**src/rtl/inst_fetch_unit_pkg.sv**
```systemverilog
// Shared fetch types: FSM state encoding, default read tag and the FIFO entry layout.
package fetch_pkg;

   typedef enum logic [1:0] {
      IDLE = 2'd0,
      REQ  = 2'd1,
      WAIT = 2'd2,
      RECV = 2'd3
   } fetch_state_e;

   localparam logic [12:0] READ_TAG_DEFAULT = 13'h1100;

   typedef struct packed {
      logic [63:0] pc;
      logic [63:0] data;
   } fetch_entry_t;

endpackage

```
**src/rtl/inst_fetch_unit_fifo.sv**
```systemverilog
// Synchronous FIFO of fetch entries with flush; a push is visible at the head one cycle later.
// No internal backpressure: the owner guarantees no push when full and no pop when empty.
module fetch_fifo #(
   parameter int  DEPTH   = 16,
   parameter type entry_t = fetch_pkg::fetch_entry_t
) (
   input  logic                   clk,
   input  logic                   reset,
   input  logic                   push,
   input  entry_t                 push_dat,
   input  logic                   pop,
   input  logic                   flush,
   output entry_t                 head,
   output logic                   empty,
   output logic [$clog2(DEPTH):0] count
);
   localparam int AW = (DEPTH > 1) ? $clog2(DEPTH) : 1;
   localparam int CW = $clog2(DEPTH) + 1;

   entry_t        mem [DEPTH];
   logic [AW-1:0] wr_ptr;
   logic [AW-1:0] rd_ptr;

   function automatic logic [AW-1:0] ptr_inc(input logic [AW-1:0] p);
      return (p == AW'(DEPTH - 1)) ? '0 : p + AW'(1);
   endfunction

   always_ff @(posedge clk) begin
      if (reset || flush) begin
         wr_ptr <= '0;
         rd_ptr <= '0;
         count  <= '0;
      end else begin
         if (push) wr_ptr <= ptr_inc(wr_ptr);
         if (pop)  rd_ptr <= ptr_inc(rd_ptr);
         count <= count + CW'(push) - CW'(pop);
      end
   end

   always_ff @(posedge clk) begin
      if (push && !flush) mem[wr_ptr] <= push_dat;
   end

   assign head  = mem[rd_ptr];
   assign empty = (count == '0);

endmodule

```
**src/rtl/inst_fetch_unit.sv**
```systemverilog
// Instruction fetch front end: tagged burst reads into a FIFO, {pc, word} to decode; head 1 cycle after a beat.
// Requests wait for a full burst of FIFO space; response beats are always acked in their own cycle.
module inst_fetch_unit
   import fetch_pkg::*;
#(
   parameter int BUS_DATA_WIDTH = 64,
   parameter int BUS_TAG_WIDTH  = 13,
   parameter int BURST_BEATS    = 8,
   parameter int FIFO_DEPTH     = 16,
   parameter logic [BUS_TAG_WIDTH-1:0] READ_TAG = BUS_TAG_WIDTH'(READ_TAG_DEFAULT)
) (
   input  logic                      clk,
   input  logic                      reset,
   input  logic [63:0]               entry,
   output logic                      bus_reqcyc,
   output logic [BUS_DATA_WIDTH-1:0] bus_req,
   output logic [BUS_TAG_WIDTH-1:0]  bus_reqtag,
   input  logic                      bus_reqack,
   input  logic                      bus_respcyc,
   output logic                      bus_respack,
   input  logic [BUS_DATA_WIDTH-1:0] bus_resp,
   input  logic [BUS_TAG_WIDTH-1:0]  bus_resptag,
   input  logic                      redirect_valid,
   input  logic [63:0]               redirect_pc,
   output logic                      out_valid,
   input  logic                      out_ready,
   output logic [BUS_DATA_WIDTH-1:0] out_data,
   output logic [63:0]               out_pc,
   output logic                      halted
);
   localparam int BYTES = BUS_DATA_WIDTH / 8;
   localparam int CW    = $clog2(FIFO_DEPTH) + 1;
   localparam int BW    = $clog2(BURST_BEATS + 1);
   localparam logic [63:0]   BEAT_STEP   = 64'(BYTES);
   localparam logic [63:0]   BURST_STEP  = 64'(BURST_BEATS * BYTES);
   localparam logic [CW-1:0] SPACE_LIMIT = CW'(FIFO_DEPTH - BURST_BEATS);
   localparam logic [BW-1:0] LAST_CNT    = BW'(BURST_BEATS - 1);

   typedef struct packed {
      logic [63:0]               pc;
      logic [BUS_DATA_WIDTH-1:0] data;
   } entry_t;

   fetch_state_e              state;
   fetch_state_e              state_nxt;
   logic [63:0]               fetch_pc;
   logic [BW-1:0]             beat_cnt;
   logic                      discard;
   logic                      req_cyc_nxt;
   logic [BUS_DATA_WIDTH-1:0] req_addr_nxt;

   logic          beat, last_beat, beat_live, zero_word, push, pop, space_ok;
   logic          fifo_empty;
   logic [CW-1:0] fifo_count;
   entry_t        push_entry, head;
   logic          unused_resptag;

   assign unused_resptag = ^bus_resptag;

   assign beat      = bus_respcyc && (state == WAIT || state == RECV) && !reset;
   assign last_beat = beat && (beat_cnt == LAST_CNT);
   // Stale (redirected) or post-halt beats are acked but never reach the FIFO.
   assign beat_live = beat && !discard && !halted && !redirect_valid;
   assign zero_word = beat_live && (bus_resp == '0);
   assign push      = beat_live && !zero_word;
   assign space_ok  = (fifo_count <= SPACE_LIMIT);

   assign push_entry.pc   = fetch_pc + BEAT_STEP * 64'(beat_cnt);
   assign push_entry.data = bus_resp;

   always_ff @(posedge clk) begin
      if (reset) state <= IDLE;
      else       state <= state_nxt;
   end

   // A redirect in IDLE holds off the request so it is issued from the new PC.
   always_comb begin
      state_nxt = state;
      unique case (state)
         IDLE:    if (!halted && !redirect_valid && space_ok) state_nxt = REQ;
         REQ:     if (bus_reqack) state_nxt = WAIT;
         WAIT:    if (last_beat) state_nxt = IDLE;
                  else if (beat) state_nxt = RECV;
         RECV:    if (last_beat) state_nxt = IDLE;
         default: state_nxt = IDLE;
      endcase
   end

   always_comb begin
      bus_respack  = beat;
      req_cyc_nxt  = (state_nxt == REQ);
      req_addr_nxt = '0;
      if (req_cyc_nxt) req_addr_nxt = (state == REQ) ? bus_req : BUS_DATA_WIDTH'(fetch_pc);
   end

   always_ff @(posedge clk) begin
      if (reset) begin
         fetch_pc   <= entry;
         beat_cnt   <= '0;
         discard    <= 1'b0;
         halted     <= 1'b0;
         bus_reqcyc <= 1'b0;
         bus_req    <= '0;
         bus_reqtag <= '0;
      end else begin
         bus_reqcyc <= req_cyc_nxt;
         bus_req    <= req_addr_nxt;
         bus_reqtag <= req_cyc_nxt ? READ_TAG : '0;
         if (zero_word) halted <= 1'b1;
         if (last_beat)  beat_cnt <= '0;
         else if (beat)  beat_cnt <= beat_cnt + BW'(1);
         if (redirect_valid)             fetch_pc <= redirect_pc;
         else if (last_beat && !discard) fetch_pc <= fetch_pc + BURST_STEP;
         if (last_beat)                              discard <= 1'b0;
         else if (redirect_valid && state != IDLE)   discard <= 1'b1;
      end
   end

   fetch_fifo #(
      .DEPTH   (FIFO_DEPTH),
      .entry_t (entry_t)
   ) u_fifo (
      .clk      (clk),
      .reset    (reset),
      .push     (push),
      .push_dat (push_entry),
      .pop      (pop),
      .flush    (redirect_valid),
      .head     (head),
      .empty    (fifo_empty),
      .count    (fifo_count)
   );

   assign out_valid = !fifo_empty;
   assign pop       = out_valid && out_ready && !redirect_valid;
   assign out_data  = out_valid ? head.data : '0;
   assign out_pc    = out_valid ? head.pc   : '0;

endmodule

```
**config.mk**
```make
export PLATFORM = sky130hd
export DESIGN_NAME = inst_fetch_unit
export DESIGN_NICKNAME = d
export VERILOG_FILES = /design/src/rtl/inst_fetch_unit_pkg.sv /design/src/rtl/inst_fetch_unit_fifo.sv /design/src/rtl/inst_fetch_unit.sv
export SDC_FILE = /design/constraint.sdc
export NUM_CORES = 2
export LEC_CHECK = 0
export CAP_MARGIN = 20
export CORE_UTILIZATION = 65
export DETAILED_ROUTE_END_ITERATION = 8
export HOLD_SLACK_MARGIN = 0.1
export PLACE_DENSITY = 0.9
export SETUP_SLACK_MARGIN = 0.15
export SYNTH_ARGS = -nofsm -noshare
export SYNTH_HDL_FRONTEND = slang
export SYNTH_SLANG_ARGS = --single-unit
```
**constraint.sdc**
```tcl
create_clock -name clk -period 17.8 [get_ports clk]
set_input_delay 1.78 -clock clk [delete_from_list [all_inputs] [get_ports clk]]
set_output_delay 1.78 -clock clk [all_outputs]
set_load 0.01 [all_outputs]
```
==> results.cfg <==
[status]
status = finished, final reports clean

[clock_tree]
cts_tree = yes
clock-sinks = 2202
clk_latency_ns = 0.85
cts_resized = 0
h-tree-depth = 4
cts-root-buf = clkbuf_16
cts_buffers = 206
holdBufCountCts = 0
post_cts_buffers = 0
cts_buffer_depth = 3
cts.reportedPaths.clkPinSlew_ns = 0.06

[die]
design.core.area_um2 = 132000
die_y_um = 368
num_rows = 133
start_util_pct = 65.8
ios = 420
die_w_um = 368
die_area_um2 = 135000

[logic_synthesis]
ys_seq_area_share_pct = 75.1
synth_xor_xnor_area_share_pct = 1.17
synth_top_family_by_area = multiplexers
yosys.area_share.simple_pct = 3.69
ys_types = 60
synth_edf_count = 2112
postSynth.asyncResetShare_pct = 0
yosysWarnings = 0
synth_mux_area_share_pct = 16.8
synth-compound-area-share_pct = 1.34
ys_ff_latch = 2202
synthFlopType = edfxtp_1
avgSynthCellArea_um2 = 21.1
synthAdderAreaFrac_pct = 0.320
syn_inst = 4118
synth_area_um2 = 86900

[global_route]
antenna_found_initial = 18
globalRouteOverflowTotal = 0
first_global_vias = 48900
globalRouteTotalUtil_pct = 37.5
grt_pass1_wl_um = 354000
grt_max_degree = 152

[place]
dp_worst_setup_slack_ns = 10.09
dp.final_hpwl_um = 122000
port_buffers = 395
place_congestion = 0.918
dp.cells = 6118

[critical_path]
crit_path_end_kind = primary output
path_common_cell = buf_4
path_cells = buf_4 -> buf_4 -> buf_4 -> mux4_2 -> mux4_2 -> and2_1 -> clkdlybuf4s50_1
crit_slowest_cell = dfxtp_4
path_class = flop to primary output
cpPeakStageDelay_ns = 1.01
arrival_ns = 6.45
critPathLaunchType = flop
cp.required_ns = 16.02
crit_fanout = 65

[pwr]
power_mw = 11.0
combPwrFrac_pct = 6.3
p_int_mw = 8.58
pwr-share-clk_pct = 41.0
power.density_nw_per_um2 = 110
switchingPower_mw = 2.44
seq_power_share_pct = 52.7
swShare_pct = 22.2
power.leakage_nw = 30.6
ir_drop_v = 0.0000838

[detailed_routing]
vias = 48100
firstDrtPassIters = 8
drtIter0Drc = 7600
drc = 0
drt-wirelength-per-cell_um = 38.6
viasPerCell = 7.36
postRouteAntennaNets = 0
wl_um = 252000

[worst_hold_path]
hold_path.class = flop to flop

[finish]
fin_util_pct = 75.7
final_cells = 6539
nFillCells = 6289
drive_gt1_share_pct = 23.5
nNetsFinal = 4833
area_growth_syn_to_layout_pct = 15.0

[sta]
tns_ns = 0
clock_skew_ns = 0.0341
maxSlewViolCount = 0
hold_viol = 0
worst_slew_pin_slew_ns = 1.21
fin_crit_sh_pct = 46.2
fmax_mhz = 122
grt_setup_unrepaired = false
slew_headroom_pct = 19.2
finalCriticalPeriod_ns = 8.23
finalSetupViolCount = 0
worst_slack_ns = 9.57

[job]
cap_violations = 0
## layout make-up
| cell class | instances | area (um^2) | share of cell area [%] |
|---|---|---|---|
| Timing Repair Buffer | 525 | 5050 | 5.06 |
| Antenna cell | 9 | 22.5 | 0.0225 |
| Sequential cell | 2202 | 65200 | 65.3 |
| Inverter | 23 | 86.3 | 0.0864 |
| Clock buffer | 256 | 5460 | 5.47 |
| Multi-Input combinational cell | 1643 | 20500 | 20.5 |
| Tap cell | 1755 | 2200 | 2.20 |
| Clock inverter | 126 | 1320 | 1.32 |
## cells in the final DEF (no fill, tap or decap), drive strengths merged, types with 29 or more instances in the layout
| cell type | synthesis | routed |
|---|---|---|
| buf | 126 | 132 |
| o21ai | 52 | 52 |
| nor2 | 81 | 81 |
| nor3 | 29 | 29 |
| xor2 | 50 | 50 |
| nand2 | 229 | 229 |
| clkinv | 1 | 79 |
| nand4 | 43 | 43 |
| nor4 | 36 | 36 |
| clkbuf | 134 | 256 |
| mux4 | 640 | 640 |
| clkdlybuf4s50 | 0 | 393 |
| and2 | 135 | 135 |
| xnor2 | 66 | 66 |
| a21oi | 101 | 101 |
| nand3 | 35 | 35 |
| dfxtp | 90 | 90 |
| edfxtp | 2112 | 2112 |
| inv | 22 | 30 |
## worst max-delay path, delay by kind of cell, from the launching register on
| family | cells | cell delay [ns] |
|---|---|---|
| buffers and inverters | 4 | 3.18 |
| and+or+nand+nor | 1 | 0.17 |
| DFF | 1 | 1.01 |
| muxes | 2 | 1.02 |
## stage by stage
stage	hold WS (ns)	cell area [um^2]
2_1_floorplan	0.447	86900
3_5_place_dp	0.443	92800
6_report	0.452	99900
5_1_grt	0.470	99900
4_1_cts	0.452	99500
3_3_place_gp	0.440	92700
## flip-flops by register name, indices dropped and copies added (netlist names), 2 cells and up, named ones only
name,cells
u_fifo.rd_ptr,4
u_fifo.wr_ptr,4
bus_req,64
u_fifo.count,5
state,2
fetch_pc,64
u_fifo.mem,2048
beat_cnt,4
## power by group through the flow
stage	clock, mW	sequential [mW]	combinational (mW)
5_1_grt	4.70	5.81	0.719
3_5_place_dp	0	5.92	0.647
6_report	4.52	5.81	0.692
3_3_place_gp	0	5.92	0.623
2_1_floorplan	0	5.89	0.316
4_1_cts	4.53	5.81	0.669
## final timing paths
path / endpoint / cells past startpoint / slack, ns / from
max reg2reg: u_fifo.mem[15][51] / 8 / 11.80 / state[1]
max: out_data[13] / 7 / 9.57 / flop
min: bus_req[42] / 2 / 0.45 / bus_req[42]
min reg2reg: bus_req[42] / 2 / 0.45 / bus_req[42]
## cells in the mapped netlist (3+ instances only)
| cell type | n | share of area, % |
|---|---|---|
| a22oi_1 | 20 | 0.17 |
| buf_4 | 43 | 0.37 |
| nand2b_1 | 6 | 0.043 |
| edfxtp_1 | 2112 | 73 |
| o31ai_1 | 3 | 0.026 |
| buf_1 | 14 | 0.060 |
| mux2i_1 | 18 | 0.21 |
| mux4_2 | 640 | 17 |
| and2_1 | 135 | 0.97 |
| nor2b_1 | 6 | 0.043 |
| buf_6 | 8 | 0.10 |
| nor2_1 | 80 | 0.35 |
| dfxtp_1 | 90 | 2.1 |
| nand3_1 | 35 | 0.20 |
| o21ai_0 | 20 | 0.12 |
| a21oi_1 | 101 | 0.58 |
| a22o_1 | 6 | 0.060 |
| or3_1 | 5 | 0.036 |
| inv_1 | 22 | 0.095 |
| nand2_1 | 229 | 0.99 |
| clkbuf_1 | 133 | 0.57 |
| and3_1 | 12 | 0.086 |
| o22ai_1 | 11 | 0.079 |
| nor4_2 | 5 | 0.072 |
| nor3_1 | 29 | 0.17 |
| buf_2 | 61 | 0.35 |
| nor4_1 | 30 | 0.22 |
| o21ai_1 | 32 | 0.18 |
| xor2_1 | 50 | 0.50 |
| nand4_1 | 40 | 0.29 |
| ha_1 | 19 | 0.27 |
| and4_1 | 5 | 0.050 |
| xnor2_1 | 66 | 0.67 |
## cell families (layout without fill, tap and decap cells)
kind of cell | Yosys count | count (layout)
XOR/XNOR | 116 | 116
adder cells (fa/ha/maj) | 21 | 21
AO/OA/AOI/OAI | 205 | 205
other | 1 | 20
buffers and inverters | 283 | 930
AND/OR/NAND/NOR | 630 | 630
multiplexers | 660 | 660
flip-flops | 2202 | 2202
## per-layer routing
metal	track usage, %	share of wire, %	up-vias
met5	0	0.046	-
met4	19.0	5.6	18
met3	8.00	12	956
met2	62.3	50	4684
met1	47.1	32	24600
li1	-	-	17900
Power figures use the tool's default switching activity.
